--- config.mk ---
export PLATFORM = sky130hd
export DESIGN_NAME = id_regread
export DESIGN_NICKNAME = d
export VERILOG_FILES = /design/src/rtl/riscv_pkg.sv /design/src/rtl/id_regread_regfile_2r1w.sv /design/src/rtl/id_regread.sv
export SDC_FILE = /design/constraint.sdc
export NUM_CORES = 2
export LEC_CHECK = 0
export BUFFER_PORTS_ARGS = -buffer_cell sky130_fd_sc_hd__buf_2
export CORE_MARGIN = 2
export CORE_UTILIZATION = 30
export CTS_CLUSTER_SIZE = 25
export DETAILED_ROUTE_END_ITERATION = 7
export PLACE_DENSITY = 0.42
export SYNTH_ARGS = -nofsm -noshare
export SYNTH_HDL_FRONTEND = slang
export SYNTH_SLANG_ARGS = --single-unit
--- constraint.sdc ---
create_clock -name clk -period 8 [get_ports clk]
set_input_delay 0.4 -clock clk [delete_from_list [all_inputs] [get_ports clk]]
set_output_delay 0.4 -clock clk [all_outputs]
set_load 0.005 [all_outputs]
--- src/rtl/riscv_pkg.sv ---
// Shared constants, types and helpers for the ID-stage register file slice.
package riscv_pkg;

  localparam int XLEN            = 32;
  localparam int NREG            = 32;
  localparam int REG_IDX_W       = 5;
  localparam int DBG_REG_DEFAULT = 5;

  typedef logic [REG_IDX_W-1:0] reg_idx_t;

  localparam reg_idx_t ZERO_REG = '0;

  // True when the write-back port is updating register idx this cycle.
  // x0 never hits, so callers fall through to the hardwired zero.
  function automatic logic wb_hits(input reg_idx_t idx, input logic we,
                                   input reg_idx_t rd);
    return we && (rd == idx) && (idx != ZERO_REG);
  endfunction

endpackage

--- src/rtl/id_regread_regfile_2r1w.sv ---
// 32-entry architectural register file: one write port, two combinational
// read ports with write-first bypass, x0 hardwired to zero. A raw view of a
// single register is exported for the debug mirror in the parent.
module regfile_2r1w #(
  parameter int XLEN    = riscv_pkg::XLEN,
  parameter int NREG    = riscv_pkg::NREG,
  parameter int DBG_REG = riscv_pkg::DBG_REG_DEFAULT
) (
  input  logic                            clk,
  input  logic                            rst,
  input  logic                            we,
  input  logic [riscv_pkg::REG_IDX_W-1:0] waddr,
  input  logic [XLEN-1:0]                 wdata,
  input  logic [riscv_pkg::REG_IDX_W-1:0] raddr1,
  input  logic [riscv_pkg::REG_IDX_W-1:0] raddr2,
  output logic [XLEN-1:0]                 rdata1,
  output logic [XLEN-1:0]                 rdata2,
  output logic [XLEN-1:0]                 dbg_raw
);
  import riscv_pkg::*;

  logic [XLEN-1:0] regs_reg [NREG];

  genvar gi;
  generate
    for (gi = 0; gi < NREG; gi++) begin : g_reg
      if (gi == 0) begin : g_zero
        // x0 is a constant zero; writes to it are dropped.
        always_ff @(posedge clk) begin
          regs_reg[gi] <= '0;
        end
      end else begin : g_gpr
        // Commit a write-back aimed at this entry; reset clears it.
        always_ff @(posedge clk) begin
          if (rst) begin
            regs_reg[gi] <= '0;
          end else if (we && (waddr == reg_idx_t'(gi))) begin
            regs_reg[gi] <= wdata;
          end
        end
      end
    end
  endgenerate

  // Write-first read ports: a same-cycle write to the read index wins.
  always_comb begin
    rdata1 = '0;
    rdata2 = '0;
    if (wb_hits(raddr1, we, waddr)) begin
      rdata1 = wdata;
    end else if (raddr1 != ZERO_REG) begin
      rdata1 = regs_reg[raddr1];
    end
    if (wb_hits(raddr2, we, waddr)) begin
      rdata2 = wdata;
    end else if (raddr2 != ZERO_REG) begin
      rdata2 = regs_reg[raddr2];
    end
  end

  assign dbg_raw = regs_reg[DBG_REG];

endmodule

--- src/rtl/id_regread.sv ---
// ID-stage operand read: register file plus the ID/EX operand register with
// flush > stall > advance priority, stale-operand refresh while stalled, and
// a registered mirror of one register for board-level debug output.
module id_regread #(
  parameter int XLEN    = riscv_pkg::XLEN,
  parameter int NREG    = riscv_pkg::NREG,
  parameter int DBG_REG = riscv_pkg::DBG_REG_DEFAULT
) (
  input  logic                            clk,
  input  logic                            rst,
  input  logic                            wb_regwrite,
  input  logic [riscv_pkg::REG_IDX_W-1:0] wb_rd,
  input  logic [XLEN-1:0]                 wb_data,
  input  logic                            id_valid,
  input  logic [riscv_pkg::REG_IDX_W-1:0] rs1_id,
  input  logic [riscv_pkg::REG_IDX_W-1:0] rs2_id,
  input  logic                            stall,
  input  logic                            flush,
  output logic                            ex_valid,
  output logic [riscv_pkg::REG_IDX_W-1:0] rs1_ex,
  output logic [riscv_pkg::REG_IDX_W-1:0] rs2_ex,
  output logic [XLEN-1:0]                 rs1_data_ex,
  output logic [XLEN-1:0]                 rs2_data_ex,
  output logic [XLEN-1:0]                 dbg_data
);
  import riscv_pkg::*;

  logic [XLEN-1:0] op1, op2, dbg_raw;

  logic            ex_valid_reg,    ex_valid_next;
  reg_idx_t        rs1_ex_reg,      rs1_ex_next;
  reg_idx_t        rs2_ex_reg,      rs2_ex_next;
  logic [XLEN-1:0] rs1_data_reg,    rs1_data_next;
  logic [XLEN-1:0] rs2_data_reg,    rs2_data_next;
  logic [XLEN-1:0] dbg_reg,         dbg_next;

  regfile_2r1w #(
    .XLEN    (XLEN),
    .NREG    (NREG),
    .DBG_REG (DBG_REG)
  ) u_regfile (
    .clk     (clk),
    .rst     (rst),
    .we      (wb_regwrite),
    .waddr   (wb_rd),
    .wdata   (wb_data),
    .raddr1  (rs1_id),
    .raddr2  (rs2_id),
    .rdata1  (op1),
    .rdata2  (op2),
    .dbg_raw (dbg_raw)
  );

  // Next ID/EX contents: flush bubbles, stall holds (refreshing operands a
  // write-back just overwrote), otherwise capture the bypassed reads.
  always_comb begin
    ex_valid_next = ex_valid_reg;
    rs1_ex_next   = rs1_ex_reg;
    rs2_ex_next   = rs2_ex_reg;
    rs1_data_next = rs1_data_reg;
    rs2_data_next = rs2_data_reg;
    if (flush) begin
      ex_valid_next = 1'b0;
      rs1_ex_next   = '0;
      rs2_ex_next   = '0;
      rs1_data_next = '0;
      rs2_data_next = '0;
    end else if (stall) begin
      if (wb_hits(rs1_ex_reg, wb_regwrite, wb_rd)) begin
        rs1_data_next = wb_data;
      end
      if (wb_hits(rs2_ex_reg, wb_regwrite, wb_rd)) begin
        rs2_data_next = wb_data;
      end
    end else begin
      ex_valid_next = id_valid;
      rs1_ex_next   = rs1_id;
      rs2_ex_next   = rs2_id;
      rs1_data_next = op1;
      rs2_data_next = op2;
    end
  end

  // Debug mirror follows every write to the watched register, write-first.
  always_comb begin
    dbg_next = dbg_raw;
    if (wb_hits(reg_idx_t'(DBG_REG), wb_regwrite, wb_rd)) begin
      dbg_next = wb_data;
    end
  end

  // ID/EX and debug registers; reset beats any concurrent activity.
  always_ff @(posedge clk) begin
    if (rst) begin
      ex_valid_reg <= 1'b0;
      rs1_ex_reg   <= '0;
      rs2_ex_reg   <= '0;
      rs1_data_reg <= '0;
      rs2_data_reg <= '0;
      dbg_reg      <= '0;
    end else begin
      ex_valid_reg <= ex_valid_next;
      rs1_ex_reg   <= rs1_ex_next;
      rs2_ex_reg   <= rs2_ex_next;
      rs1_data_reg <= rs1_data_next;
      rs2_data_reg <= rs2_data_next;
      dbg_reg      <= dbg_next;
    end
  end

  assign ex_valid    = ex_valid_reg;
  assign rs1_ex      = rs1_ex_reg;
  assign rs2_ex      = rs2_ex_reg;
  assign rs1_data_ex = rs1_data_reg;
  assign rs2_data_ex = rs2_data_reg;
  assign dbg_data    = dbg_reg;

endmodule
==> key figures <==
Setup path
  • Worst R2R Start: rs1_ex[0]$_SDFFE_PP0N_
  • CP delay by family, top: simple AND/OR/NAND/NOR gates
  • Worst setup startpoint: rs2_id[4]
  • CP arrival: 4.00 ns
  • CP peak stage delay: 0.78 ns
  • Kind of critical path: in -> reg
  • Worst path cell trace: dlygate4sd3_1, buf_2, or2_4, nor3_1, a311o_2, buf_4, or4_1, a21oi_1
  • Crit path max fanout: 34
  • Crit path launch type: input pin
  • Buf/Inv on CP: 3
  • Critical Path RT: 8.71 ns
  • Crit end category: register
  • Slowest CP cell: or2_4

Finish
  • Fill cell count: 18.4k
  • Fin cells: 7013
  • Net count, final: 4427
  • Multi-input gate area: roughly 0.024 mm²
  • Most frequent cells in the layout: and2_1 (962), edfxtp_1 (960), mux2i_1 (555), o22ai_1 (257), mux4_2 (192)
  • Final core utilization: around a third
  • Largest register FFs: 992
  • Layout cells sized above 1: 17.0%
  • Area grow syn2layout: 13.9%
  • Sequential Area: 0.0316 mm²
  • Commonest non-fill, non-tap cell in the layout: and2_1

STA
  • Max Slew Vio Count: 0
  • Period utilization: 41.2%
  • Setup Total Neg Slack: 0 ns
  • Max_slew headroom: 4.71%
  • Worst-Margin Slew: between 1 and 1.5 ns
  • Worst-case hold slack: 0.113 ns
  • Clk_skew: about 0.028 ns
  • Max Freq: 0.303 GHz
  • Fin. Hold Viols: 0
  • Tmin final: 3.30 ns
  • RSZ-0062 raised after global routing: no
  • # setup viols final: 0

Detailed routing
  • Pre-antenna DRT Iters: 5
  • Average via count per standard cell: 5.70
  • Routed Antenna Nets: 0
  • WL/cell: 35.8 µm
  • Vias post-DR: roughly 40k
  • Drt first-iter violations: about 4.4k
  • Detailed Route WL: ~250000 µm
  • DRC errors left: 0

GRT
  • GR Util All Layers: 25.4%
  • Remaining Overflow, GRT: 0
  • Wire length of the first global-routing pass: 341000 µm
  • Vias in the first global route: between 30k and 40k
  • Largest net degree at the start of global routing: 107
  • Initial antenna violation count: 42

Synthesis
  • FFs w/ async S/R, synth: 0%
  • Synth Net Count: 4506
  • Post-synth EDFFs: 960
  • Post-synthesis adder-cell area fraction: 0%
  • Seq/Total Area, Yosys: 55.2%
  • Compound-cell area share of the yosys netlist: roughly a tenth
  • Synth Instances: 4453
  • Synth Warn #: 0
  • #FFs+latches synth: 1099
  • Synth Area in XOR/XNOR: less than 1%
  • Commonest register cell after synthesis: edfxtp_1
  • Largest family of logic cells by synthesized area: multiplexers
  • Mapped cell area: roughly 0.057 mm²
  • Post-synthesis mux area share: 17.9%
  • Simple logic cell fraction of the synthesized area: 13.1%
  • Post-synth cell types: 49
  • Mean area per synthesized cell: 12.9 µm²

CTS
  • H-tree depth: 4
  • Root Buffer Master: clkbuf_16
  • Clk slew on worst S/H paths: 0.06 ns
  • CTS tree: done
  • Post-CTS sizing: 0
  • Max Root-Sink Buffers: 3
  • Clock Sinks: 1099
  • Number of buffers created by CTS: 135
  • Clock latency on the worst-skew pair: 0.78 ns

Status
  • Status: completed

Floorplan
  • Die Width: 441 µm
  • Top-level port count: 160
  • Core Area: 0.190 mm²
  • Initial Util: 30.2%
  • Die Ht: 441 µm
  • Std-Cell Rows: between 150 and 200
  • DIE AREA: 0.194 mm²

Worst hold path
  • Hold wc startpoint: flush
  • Hold Path Class: in -> reg

Pwr
  • Pwr dens: 225 mW/mm²
  • Static Leakage: 23.3 nW
  • Max IR drop VDD: ~0.00019 V

Place
  • DPL Wire Length: 141000 µm
  • Cell count after placement: 6745
  • Buffers on Ports: 159
  • Routability congestion estimate: 0.787

Job
  • Max Cap Violations: 0
## metrics by stage
step	setup slack [ns]	area, µm²	power [mW]
global route	4.70	65100	15.0
CTS	4.81	65100	14.7
global placement	4.09	60600	8.41
detailed placement	4.08	60600	8.41
floorplan	4.73	57200	7.70
finish	4.70	65200	14.6
## cells by family after synthesis
kind of cell,after synthesis
muxes,779
DFF,1099
buffers and inverters,480
and+or+nand+nor,1236
xor gates and xnor gates,18
AOI/OAI and AO/OA,841
## final timing paths
path | to | slack, ns | cells after the start
setup reg to reg | rs1_data_ex[5]$_SDFFE_PP0P_ | 5.04 | 6
hold / removal | rs2_ex[1]$_SDFFE_PP0N_ | 0.11 | 3
setup / recovery | rs2_data_ex[11]$_SDFFE_PP0P_ | 4.70 | 8
hold reg to reg | ex_valid$_SDFFE_PP0N_ | 0.52 | 2
## Yosys cell counts (all sizes together) (39+ instances only)
library cell / count / share of area, %
and2: 962 / 11
edfxtp: 960 / 50
mux2i: 555 / 9.7
clkbuf: 321 / 2.1
o22ai: 257 / 2.8
mux4: 192 / 7.6
buf: 159 / 1.5
dfxtp: 139 / 4.9
o21ai: 128 / 1.1
a21oi: 99 / 0.87
a211oi: 65 / 0.85
a22o: 64 / 0.98
o22a: 63 / 0.96
nor2: 49 / 0.33
nand2: 45 / 0.30
or3: 39 / 0.43
## layout make-up
class | count | share of cell area, %
Antenna cell | 16 | 0.0614
Clock buffer | 216 | 6.24
Clock inverter | 33 | 0.645
Multi-Input combinational cell | 2874 | 37.2
Sequential cell | 1099 | 48.5
Tap cell | 2511 | 4.82
Timing Repair Buffer | 264 | 2.58
## repair_timing
item / in CTS / in global routing
setup buffers: 0 / 0
endpoints found under the hold margin: 3 / 0
hold buffers: 3 / 0
## where the power goes
group	switching, mW	leakage [nW]	internal, mW
logic	1.08	10.9	0.539
clock network	2.58	2.17	3.74
registers	0.163	10.3	6.53
## routing by layer
layer  wire (µm)  up-vias  track usage, %  part of all wire [%]
met5           0        -               0                     0
met4        6910        0            7.30                   2.8
met3       17100      323            3.70                   6.8
met2      115000     1787            39.9                    46
met1      112000    21100            36.3                    45
li1            -    16800               -                     -
## worst register-to-register path: cells and delay by family, from the launching register on
kind,cells,cell delay [ns]
AO/OA/AOI/OAI,4,1.47
flip-flops,1,0.36
AND/OR/NAND/NOR,1,0.53
buffers and inverters,1,0.50
(Power assumes the default switching activity.)
